`config.mk`:
```
export PLATFORM = sky130hd
export DESIGN_NAME = universal_shift_register
export DESIGN_NICKNAME = d
export VERILOG_FILES = /design/src/rtl/universal_shift_register.sv
export SDC_FILE = /design/constraint.sdc
export NUM_CORES = 1
export LEC_CHECK = 0
export CORE_ASPECT_RATIO = 1.75
export CORE_MARGIN = 2
export CORE_UTILIZATION = 52
export DETAILED_ROUTE_END_ITERATION = 8
export PLACE_DENSITY = 0.83
export SLEW_MARGIN = 20
export SYNTH_ARGS = -nofsm -noshare
export SYNTH_HDL_FRONTEND = slang
export SYNTH_SLANG_ARGS = --single-unit
```
`constraint.sdc`:
```
create_clock -name clk -period 2.2 [get_ports clk]
set_input_delay 0.55 -clock clk [delete_from_list [all_inputs] [get_ports clk]]
set_output_delay 0.55 -clock clk [all_outputs]
set_load 0.005 [all_outputs]
```
`src/rtl/universal_shift_register.sv`:
```
// Universal shift register: direct hold/shift/rotate/load/clear operations plus
// a multi-step shift/rotate burst with a start/busy/done handshake.
module universal_shift_register #(
  parameter int unsigned WIDTH = 8,
  parameter int unsigned CNT_W = 4
) (
  input  logic             clk,
  input  logic             rst_n,
  input  logic [2:0]       mode,
  input  logic             sin_l,
  input  logic             sin_r,
  input  logic [WIDTH-1:0] pdata_in,
  input  logic             start,
  input  logic [CNT_W-1:0] amount,
  output logic [WIDTH-1:0] q,
  output logic             sout_l,
  output logic             sout_r,
  output logic             busy,
  output logic             done
);

  localparam logic [2:0] ModeHold = 3'd0;
  localparam logic [2:0] ModeShr  = 3'd1;
  localparam logic [2:0] ModeShl  = 3'd2;
  localparam logic [2:0] ModeRor  = 3'd3;
  localparam logic [2:0] ModeRol  = 3'd4;
  localparam logic [2:0] ModeLoad = 3'd5;
  localparam logic [2:0] ModeClr  = 3'd6;

  typedef enum logic [1:0] {StIdle, StRun, StDone} state_e;

  state_e           state_q, state_d;
  logic [WIDTH-1:0] q_q, q_d;
  logic [CNT_W-1:0] rem_q, rem_d;
  logic [2:0]       bmode_q, bmode_d;

  // One operation step on the register value; serial inputs are taken live.
  function automatic logic [WIDTH-1:0] apply_op(input logic [2:0]       op,
                                                input logic [WIDTH-1:0] cur,
                                                input logic             sl,
                                                input logic             sr,
                                                input logic [WIDTH-1:0] ld);
    logic [WIDTH-1:0] res;
    res = cur;
    case (op)
      ModeHold: res = cur;
      ModeShr:  res = {sl, cur[WIDTH-1:1]};
      ModeShl:  res = {cur[WIDTH-2:0], sr};
      ModeRor:  res = {cur[0], cur[WIDTH-1:1]};
      ModeRol:  res = {cur[WIDTH-2:0], cur[WIDTH-1]};
      ModeLoad: res = ld;
      ModeClr:  res = '0;
      default:  res = cur;
    endcase
    return res;
  endfunction

  logic burst_mode;
  assign burst_mode = (mode >= ModeShr) && (mode <= ModeRol);

  // Next-state: direct operations in idle, latched-mode stepping while running.
  always_comb begin
    state_d = state_q;
    q_d     = q_q;
    rem_d   = rem_q;
    bmode_d = bmode_q;
    unique case (state_q)
      StIdle: begin
        if (start && burst_mode) begin
          // q is left untouched on the accepting edge
          bmode_d = mode;
          rem_d   = amount;
          state_d = (amount != '0) ? StRun : StDone;
        end else begin
          q_d = apply_op(mode, q_q, sin_l, sin_r, pdata_in);
        end
      end
      StRun: begin
        q_d   = apply_op(bmode_q, q_q, sin_l, sin_r, pdata_in);
        rem_d = rem_q - CNT_W'(1);
        if (rem_q == CNT_W'(1)) begin
          state_d = StDone;
        end
      end
      StDone: begin
        state_d = StIdle;
      end
      default: begin
        state_d = StIdle;
      end
    endcase
  end

  // State registers with asynchronous active-low reset.
  always_ff @(posedge clk or negedge rst_n) begin
    if (!rst_n) begin
      state_q <= StIdle;
      q_q     <= '0;
      rem_q   <= '0;
      bmode_q <= ModeHold;
    end else begin
      state_q <= state_d;
      q_q     <= q_d;
      rem_q   <= rem_d;
      bmode_q <= bmode_d;
    end
  end

  assign q      = q_q;
  assign sout_l = q_q[WIDTH-1];
  assign sout_r = q_q[0];
  assign busy   = (state_q == StRun);
  assign done   = (state_q == StDone);

endmodule

```
==> results.md <==
* Worst Max-Slew Pin Slew at 0.544 ns
* Top post-synthesis cells by area: dfrtp_1, nand3b_1, mux2_4
* Fin worst setup slack at 0.0627 ns
* Die Y at roughly 79 microns
* DRC Markers at 0
* Part of the power in the clock network at 7.9%
* Gpl congestion at about 0.93
* Avg Cell Area, Syn at a little under 9 sq um
* Placed cell count at between 200 and 300
* FILL cells at about 260
* Logic pwr share at 65.0%
* Dpl cell area at about 2100 sq um
* RSZ-0062 raised after global routing: false
* Final instance area at roughly 2100 sq um
* Sequential power share at between 20% and 30%
* Die area at about 3700 sq um
* Commonest cells post-synth: dfrtp_1, nand3b_1, nand2_1
* Final number of max-transition violations at 0
* Sw Pwr at 1.34 mW
* FMAX at about 0.47 GHz
* Reg2Reg Depth at 5
* Final setup skew at just over 0.006 ns
* Post-Syn Nets at approximately 210
* Hold_buf cts at 0
* Post-synthesis mux area share at under 10%
* Max Cap Viol at 0
* CP arrival at about 2.3 ns
* Clock slew seen by the registers of the worst setup and hold paths at around 0.070 ns
* Asr flop ratio synth at 100%
* First DRT Iteration DRCs at between 100 and 150
* Cells after Synth at 185
* Layout cells sized above 1 at a little under a fifth
* Worst-Skew Late Latency at between 0.2 and 0.3 ns
* Post-synth EDFFs at 0
* Wirelength per Cell at approximately 19 microns
* Max rail drop VDD at a little under 0.8 mV
* Port Buf Inserts at 31
* Hold crit path type: reg2reg
* DP Wirelength at about 3600 microns
* Synth Cell Area at between 1500 and 2000 sq um
* Cell taking the most area after synthesis: dfrtp_1
* Antenna diodes at 0
* Max Buffers Root-to-Sink at 2
* GRT overflow at 0
* First drt pass iteration count at 4
* Pint at around 1.6 mW
* Post-layout min period at ~2.1 ns
* Largest net degree at the start of global routing at 22
* Seq/Total Area, Yosys at between 20% and 30%
* Core footprint at 3110 sq um
* Met2 WL at between 2000 and 3000 microns
* Post-synth top flop: dfrtp_1
* Via count at 1705
* Hold Path Depth at 1
* Critical path endpoint category: flip-flop
* Post-Synth Simple-Gate Area at between 20% and 30%
* Static Leak at between 0.8 and 0.9 nW
* Post-Synth Adder-Cell Area at 1.51%
* Total routed wirelength at just under 5000 microns
* Count leader, synth: dfrtp_1
* Chip width at around 47 microns
* Status: complete, no violations
* CTS root buf: clkbuf_8
* Crit start category: input port
* Post-Route M1 WL at between 1500 and 2000 microns
* Gr usage total at between 30% and 40%
* Starting density of the core at 53.3%
* CTS tree: yes
* Synth top area share at about a quarter
* TritonCTS buffer count at 3
* Hold Vio Cnt, Final at 0
* Non-Filler Instances at between 200 and 300
* Hold_ws at 0.545 ns
* First-pass GRT wire length at a little over 8000 microns
* Crit Path Category: in2reg
* Post-Synth XOR/XNOR Area at 2.04%
* Total of warnings raised by yosys at 0
* Initial antenna violation count at 0
* PwrDens at approximately 1400 nW/um^2
* Vias per inst at roughly 6.5
* Nets at ~240
* Clock sinks at 17
* Largest family of logic cells by synthesized area: compound AO/OA/AOI/OAI gates
* Num rows at 27
* Seq cells post-synth at 17
* Post-synthesis compound-gate area fraction at between 20 and 30%
* Slew HR at a little under two thirds
* Power Total at around 3.0 mW
* Post-route ant nets at 0
* Synth cell types at 53
* Register-to-register path setup slack at about 0.31 ns
* Pre-CTS WS at -0.225 ns
* DR top layer: met4
* H-tree depth at 1
* Worst Path Required at approximately 2.3 ns
* Layout area overhead at 27.8%
* Multi-input logic area at between 1000 and 1500 sq um
* Sw frac at a little under half
* Fin crit share at a little over nine tenths
* Register area at ~430 sq um
* Routed wl met3 at approximately 300 microns
* I/O pin total at 32
* Final setup vio count at 0
* CP Max Fanout at 21
* Vias in the first global route at 1705
path summary, 6_finish.rpt:
kind	from	end
worst max-delay path	mode[1]	rem_q[3]$_DFFE_PN0P_
worst min-delay path	rem_q[1]$_DFFE_PN0P_	rem_q[1]$_DFFE_PN0P_
worst max register to register	bmode_q[2]$_DFFE_PN0P_	q[0]$_DFFE_PN0P_
worst min register to register	rem_q[1]$_DFFE_PN0P_	rem_q[1]$_DFFE_PN0P_
max in group asynchronous	rst_n	rem_q[1]$_DFFE_PN0P_
min in group asynchronous	rst_n	rem_q[0]$_DFFE_PN0P_
timing repair:
item	CTS	global route
endpoints found under the setup margin	0	8
setup buffers	0	0
resized for setup	0	2
per-stage QoR:
step	util (%)	setup TNS, ns
4_1_cts	67.8	0
6_report	68.1	0
2_1_floorplan	-	0
5_1_grt	68.1	0
3_5_place_dp	66.4	-2.54
3_3_place_gp	66.4	-1.33
registers in the layout, indices dropped and copies added (netlist names):
name and cells:
bmode_q 3, q 8, rem_q 4, state_q 2
worst max-delay path, cell delays in order:
cell             delay (ns)
clkdlybuf4s50_1        0.50
buf_12                 0.20
o21ai_0                0.19
nor4b_2                0.23
buf_4                  0.21
nor2_1                 0.08
a221o_1                0.31
cell usage in the layout (no fill, tap or decap), types with 4 or more instances in the layout:
cell type | netlist | routed
clkdlybuf4s50_1 | 0 | 31
dfrtp_1 | 17 | 17
buf_4 | 2 | 17
nand3b_1 | 12 | 12
nand2_1 | 10 | 10
inv_1 | 8 | 8
nor2_1 | 8 | 8
o21ai_0 | 8 | 8
nor2b_1 | 7 | 7
nor3b_1 | 6 | 6
a21oi_1 | 5 | 5
nand2b_1 | 5 | 5
nand3_1 | 5 | 5
mux2_4 | 5 | 5
a221oi_1 | 5 | 5
a21o_1 | 6 | 5
a31oi_1 | 4 | 4
a211oi_1 | 4 | 4
a221o_1 | 4 | 4
and2_1 | 4 | 4
layer usage:
metal / up-vias / global-route usage (%)
li1: 767 / -
met1: 816 / 33.8
met2: 95 / 51.9
met3: 27 / 5.75
met4: 0 / 12.8
met5: - / 0
power by group through the flow:
| stage | clock, mW | sequential (mW) | combinational (mW) |
|---|---|---|---|
| after floorplan | 0 | 0.686 | 1.32 |
| after global placement | 0 | 0.782 | 1.81 |
| after detailed placement | 0 | 0.800 | 1.88 |
| after CTS | 0.242 | 0.795 | 1.90 |
| after global routing | 0.258 | 0.830 | 2.09 |
| final | 0.236 | 0.805 | 1.94 |
kinds of logic after synthesis:
| kind of cell | count (synthesis) |
|---|---|
| xor+xnor | 3 |
| fa+ha+maj | 2 |
| flops | 17 |
| simple gates | 71 |
| mux | 10 |
| compound gates | 56 |
| buf+inv | 26 |
area by class of cell:
cell class                 count  area share, %
clock buffer                   4           2.13
inverter                       9           1.60
multi-input combinational    142           52.0
sequential                    17           20.1
tap                           43           2.54
timing repair buffer          49           21.6
(Power assumes the default switching activity.)
